**config.mk**
```make
export PLATFORM = sky130hd
export DESIGN_NAME = mem_bus_scheduler
export DESIGN_NICKNAME = d
export VERILOG_FILES = /design/src/rtl/mem_bus_scheduler.sv
export SDC_FILE = /design/constraint.sdc
export NUM_CORES = 1
export LEC_CHECK = 0
export ABC_AREA = 1
export ABC_CLOCK_PERIOD_IN_PS = 4150
export CAP_MARGIN = 30
export CELL_PAD_IN_SITES_DETAIL_PLACEMENT = 1
export CELL_PAD_IN_SITES_GLOBAL_PLACEMENT = 2
export CORE_AREA = 2 2 169 171
export CTS_CLUSTER_SIZE = 40
export DETAILED_ROUTE_END_ITERATION = 6
export DIE_AREA = 0 0 171 173
export GPL_TIMING_DRIVEN = 1
export PLACE_DENSITY = 0.95
export SYNTH_ARGS = -nofsm -noshare
export SYNTH_HDL_FRONTEND = slang
export SYNTH_SLANG_ARGS = --single-unit
```
**constraint.sdc**
```tcl
create_clock -name clk -period 4.15 [get_ports clk]
set_input_delay 0.83 -clock clk [delete_from_list [all_inputs] [get_ports clk]]
set_output_delay 0.83 -clock clk [all_outputs]
set_load 0.01 [all_outputs]
```
**src/rtl/mem_bus_scheduler.sv**
```systemverilog
// Round-robin owner of the shared memory bus.
// One requester at a time, held until the slave answers or the watchdog fires.
module mem_bus_scheduler #(
    parameter int NUM_PORTS = 3,
    parameter int TIMEOUT   = 255
) (
    input  logic                      clk,
    input  logic                      reset,
    input  logic [32*NUM_PORTS-1:0]   req_address_in,
    input  logic [NUM_PORTS-1:0]      req_read_in,
    input  logic [NUM_PORTS-1:0]      req_write_in,
    input  logic [4*NUM_PORTS-1:0]    req_write_mask_in,
    input  logic [32*NUM_PORTS-1:0]   req_write_value_in,
    output logic [31:0]               req_read_value_out,
    output logic [NUM_PORTS-1:0]      req_ready_out,
    output logic [NUM_PORTS-1:0]      req_fault_out,
    output logic [31:0]               address_out,
    output logic                      read_out,
    output logic                      write_out,
    output logic [3:0]                write_mask_out,
    output logic [31:0]               write_value_out,
    input  logic [31:0]               read_value_in,
    input  logic                      ready_in,
    input  logic                      fault_in,
    output logic [NUM_PORTS-1:0]      grant_out,
    output logic                      busy_out
);

    localparam int IW = (NUM_PORTS > 1) ? $clog2(NUM_PORTS) : 1;
    localparam int WW = (TIMEOUT > 0) ? $clog2(TIMEOUT + 1) : 1;
    localparam logic [WW-1:0] WD_LAST = (TIMEOUT > 0) ? WW'(TIMEOUT - 1) : '0;
    localparam logic [IW-1:0] LAST_PORT = IW'(NUM_PORTS - 1);

    typedef enum logic {
        IDLE,
        BUSY
    } state_t;

    state_t          state_q, state_d;
    logic [IW-1:0]   g_q, g_d;
    logic [IW-1:0]   p_q, p_d;
    logic [WW-1:0]   wd_q, wd_d;

    logic [NUM_PORTS-1:0] req_active;
    logic [IW-1:0]        pick;
    logic                 pick_vld;
    logic [IW-1:0]        sel;
    int                   idx;
    logic [IW-1:0]        g_next;

    logic [31:0]          g_addr;
    logic                 g_rd;
    logic                 g_wr;
    logic [3:0]           g_mask;
    logic [31:0]          g_val;
    logic                 g_act;
    logic [NUM_PORTS-1:0] g_onehot;

    assign req_active = req_read_in | req_write_in;
    assign g_next     = (g_q == LAST_PORT) ? '0 : g_q + IW'(1);

    // First requesting port at or after the pointer, wrapping upward.
    always_comb begin
        pick     = p_q;
        pick_vld = 1'b0;
        idx      = 0;
        sel      = '0;
        for (int k = NUM_PORTS - 1; k >= 0; k--) begin
            idx = int'(p_q) + k;
            if (idx >= NUM_PORTS) begin
                idx = idx - NUM_PORTS;
            end
            sel = IW'(idx);
            if (req_active[sel]) begin
                pick     = sel;
                pick_vld = 1'b1;
            end
        end
    end

    // Mux out the granted port's request fields.
    always_comb begin
        g_addr   = '0;
        g_rd     = 1'b0;
        g_wr     = 1'b0;
        g_mask   = '0;
        g_val    = '0;
        g_act    = 1'b0;
        g_onehot = '0;
        for (int k = 0; k < NUM_PORTS; k++) begin
            if (g_q == IW'(k)) begin
                g_addr      = req_address_in[k*32 +: 32];
                g_rd        = req_read_in[k];
                g_wr        = req_write_in[k];
                g_mask      = req_write_mask_in[k*4 +: 4];
                g_val       = req_write_value_in[k*32 +: 32];
                g_act       = req_active[k];
                g_onehot[k] = 1'b1;
            end
        end
    end

    // Next-state and bus outputs; the bus is dark whenever nobody owns it.
    always_comb begin
        state_d            = state_q;
        g_d                = g_q;
        p_d                = p_q;
        wd_d               = wd_q;
        req_read_value_out = '0;
        req_ready_out      = '0;
        req_fault_out      = '0;
        address_out        = '0;
        read_out           = 1'b0;
        write_out          = 1'b0;
        write_mask_out     = '0;
        write_value_out    = '0;
        grant_out          = '0;
        busy_out           = 1'b0;
        unique case (state_q)
            IDLE: begin
                if (pick_vld) begin
                    g_d     = pick;
                    wd_d    = '0;
                    state_d = BUSY;
                end
            end
            BUSY: begin
                busy_out           = 1'b1;
                grant_out          = g_onehot;
                address_out        = g_addr;
                read_out           = g_rd;
                write_out          = g_wr;
                write_mask_out     = g_mask;
                write_value_out    = g_val;
                req_read_value_out = read_value_in;
                if (ready_in) begin
                    req_ready_out = g_onehot;
                    req_fault_out = fault_in ? g_onehot : '0;
                    p_d           = g_next;
                    state_d       = IDLE;
                end else if (TIMEOUT != 0 && wd_q == WD_LAST) begin
                    req_ready_out = g_onehot;
                    req_fault_out = g_onehot;
                    p_d           = g_next;
                    state_d       = IDLE;
                end else if (!g_act) begin
                    state_d = IDLE;
                end else begin
                    wd_d = wd_q + WW'(1);
                end
            end
        endcase
    end

    // State registers; reset drops any transaction in flight.
    always_ff @(posedge clk or posedge reset) begin
        if (reset) begin
            state_q <= IDLE;
            g_q     <= '0;
            p_q     <= '0;
            wd_q    <= '0;
        end else begin
            state_q <= state_d;
            g_q     <= g_d;
            p_q     <= p_d;
            wd_q    <= wd_d;
        end
    end

endmodule

```
==> results.txt <==
----------------------------------------------------
[Placement]
  Post-placement setup slack ... roughly 0.91 ns
  HPWL after detailed placement ... between 15000 and 20000 um
  IO Port Bufs ... 357
  Final RePlAce weighted congestion ... about 0.8

[Floorplanning]
  Standard-cell row count ... about 60
  Count of boundary I/O pins ... 358
  Die Span Y ... 173 um
  Initial Util ... 9.92%
  Standard cell core area ... 27600 um2
  Area enclosed by the die boundary ... 29600 um2
  Die width ... 171 um

[GRT]
  Pin count of the biggest net entering global routing ... 70
  Total track usage ... 11.7%
  Via count of the first global-routing pass ... 4952
  GRT Residual Overflow ... 0
  Antenna violations before repair ... 1
  Wire length of the first global-routing pass ... 27400 um

[CTS]
  Number of buffers inserted by hold repair at cts ... 0
  Post-CTS Setup Repair Bufs ... 0
  Insertion delay to the later sink of the worst-skew pair ... 0.24 ns
  TritonCTS clock tree ... built
  Clock transition at the register clock pins on the worst setup and hold paths after CTS ... 0.05 ns
  Number of buffers added by the clock tree synthesis step ... 3
  Number of gates resized after CTS ... 0
  Clk root buf ... sky130_fd_sc_hd__clkbuf_16
  Maximum root-to-sink buffer count ... 2
  Clock Sinks ... 13
  Clock H-tree levels ... 1

[Finish]
  Layout cell share with drive strength beyond 1 ... 3.88%
  Net count, final ... around 1200
  Filler cell count in the final layout ... roughly 3500
  Area growth from synthesis to layout ... 148%
  Area of all sequential standard cells ... 327 um2
  Leading cell type in the layout, fill and taps excluded ... sky130_fd_sc_hd__clkdlybuf4s50_1
  Top library cells by usage in the layout, fill and taps aside ... sky130_fd_sc_hd__clkdlybuf4s50_1 (357), sky130_fd_sc_hd__nand2_1 (284), sky130_fd_sc_hd__nand3_1 (89), sky130_fd_sc_hd__inv_1 (69), sky130_fd_sc_hd__nor2_1 (17)
  Area taken by multi-input logic gates ... a little under 2000 um2

[Power]
  Share of total power in the clock network ... 5.5%
  Overall power ... between 3000 and 4000 uW
  Cell Int Power ... 1700 uW
  Switching fraction of total power ... 49.8%
  Worst IR drop on VDD ... between 0.2 and 0.3 mV
  Combinational fraction of design power ... about nine tenths
  Net switching power ... approximately 1700 uW
  Power density normalized to cell area ... 498 nW/um2
  Sequential power share ... 6.0%
  Reported leakage power ... 0.00307 uW

[Status]
  Outcome ... completed

[Worst setup path]
  Required time of the critical path ... 3.32 ns
  Arrival time reported for the critical path endpoint ... between 2 and 2.5 ns
  Category of the worst setup path capture point ... output pin
  Launching element type of the critical path ... flip-flop
  Top fanout value on the critical path ... 24
  Setup Crit Path Kind ... reg -> out

[Synthesis]
  Avg Cell Area, Syn ... 4.87 um2
  Synth unique cells ... 24
  Syn Inst Count ... between 500 and 600
  Part of the Yosys area used for sequential elements ... between 10% and 20%
  Synthesized net count ... 815
  Syn. warnings ... 0
  Summed instance area of the synthesized netlist ... 2740 um2
  Post-synthesis sequential element count ... 13

[Detailed routing]
  Mean routed wirelength per cell ... between 10 and 15 um
  DRC viols ... 0
  Vias per std cell ... 3.76
  Via count of the routed design ... 4818
  1st-pass router iterations ... 4
  Iter 0 DRT Violations ... 126
  Routed Wire Length ... 18800 um
  Post-route antenna net violation count ... 0

[Timing]
  Transition time of the tightest slew-check pin ... 0.778 ns
  Tightest hold margin ... 0.565 ns
  Unrepaired setup endpoints after global routing ... false
  Highest clock rate ... 301 MHz
  Hold Vio Cnt, Final ... 0
  Final setup viols ... 0
  Total count of max-transition violations in the final report ... 0
  Final period demand of the worst path ... 3.32 ns
  Post-route clock period utilization ... 80.0%
  Max Clock Skew ... 0.00258 ns
  Final Worst Setup Slack ... 0.829 ns
  Max-Slew Margin vs Limit ... 48.1%
  Sum of negative setup slack ... 0 ns

[Run]
  Maximum capacitance violations ... 0

[Hold path]
  Kind of path behind the tightest hold check ... reg -> reg

----------------------------------------------------
[cells by family after synthesis]
group / share of synthesized area, %
compound gates: 6.26
xor+xnor: 0.959
fa+ha+maj: 2.74
buf+inv: 15.6
flops: 11.9
simple gates: 62.6
[stage by stage]
step / utilization, % / cell area (um2) / std cells
after CTS: 24.6 / 6790 / 1280
final: 24.6 / 6790 / 1281
after global routing: 24.6 / 6790 / 1280
after global placement: 24.3 / 6710 / 1276
after detailed placement: 24.3 / 6710 / 1276
after floorplan: - / 2740 / 563
[critical path, cell delays in order, from the launching register on]
cell and delay, ns:
sky130_fd_sc_hd__dfrtp_1 0.42, sky130_fd_sc_hd__inv_2 0.08, sky130_fd_sc_hd__nand2_1 0.15, sky130_fd_sc_hd__inv_2 0.31, sky130_fd_sc_hd__buf_4 0.38, sky130_fd_sc_hd__nand2_1 0.09, sky130_fd_sc_hd__nand3_1 0.09, sky130_fd_sc_hd__nand2_1 0.06
sky130_fd_sc_hd__inv_1 0.09, sky130_fd_sc_hd__clkdlybuf4s50_1 0.55
[state kept, by name, summed over array words and instances (netlist names)]
register / cells
wd_q: 8
state_q: 1
g_q: 2
p_q: 2
[cells in the mapped netlist, drive strengths merged]
cell	instances	area, um2
o21bai	1	7.51
dfrtp	13	325
a22oi	6	45.0
ha	6	75.1
o21ai	12	71.3
clkbuf	6	22.5
nand3	89	445
nor3	4	20.0
a31oi	6	37.5
a21oi	2	10.0
nand4	1	6.26
nand2	287	1100
inv	78	293
nor2	26	143
buf	23	113
xor2	3	26.3
[final cells by class]
type | instances | area share, %
antenna | 1 | 0.0369
inverter | 78 | 4.31
sequential | 13 | 4.81
timing repair buffer | 364 | 53.4
multi-input combinational | 443 | 29.3
tap | 378 | 6.97
clock buffer | 4 | 1.16
[routing by layer]
layer  vias up  wire (um)  track usage, %
li1       2407          -               -
met1      2223       7660            13.5
met2       174       9710            22.9
met3        14       1250            1.85
met4         0        198            1.62
met5         -          0               0
[worst paths after layout]
| path | depth (start not counted) | slack, ns | endpoint | startpoint |
|---|---|---|---|---|
| hold reg to reg | 2 | 0.57 | wd_q[4] | wd_q[4] |
| max in group asynchronous | 2 | 2.81 | state_q | reset |
| setup / recovery | 9 | 0.83 | address_out[19] | g_q[1] |
| hold / removal | 2 | 0.57 | wd_q[4] | wd_q[4] |
| min in group asynchronous | 2 | 0.94 | p_q[0] | reset |
| setup reg to reg | 12 | 2.22 | wd_q[5] | p_q[0] |
[power by group through the flow]
stage | sequential [uW] | clock [uW] | combinational, uW
floorplan | 196 | 0 | 1430
global placement | 203 | 0 | 3010
finish | 204 | 187 | 2990
detailed placement | 206 | 0 | 3050
CTS | 204 | 193 | 3070
global route | 211 | 199 | 3290
(Power assumes the default switching activity.)
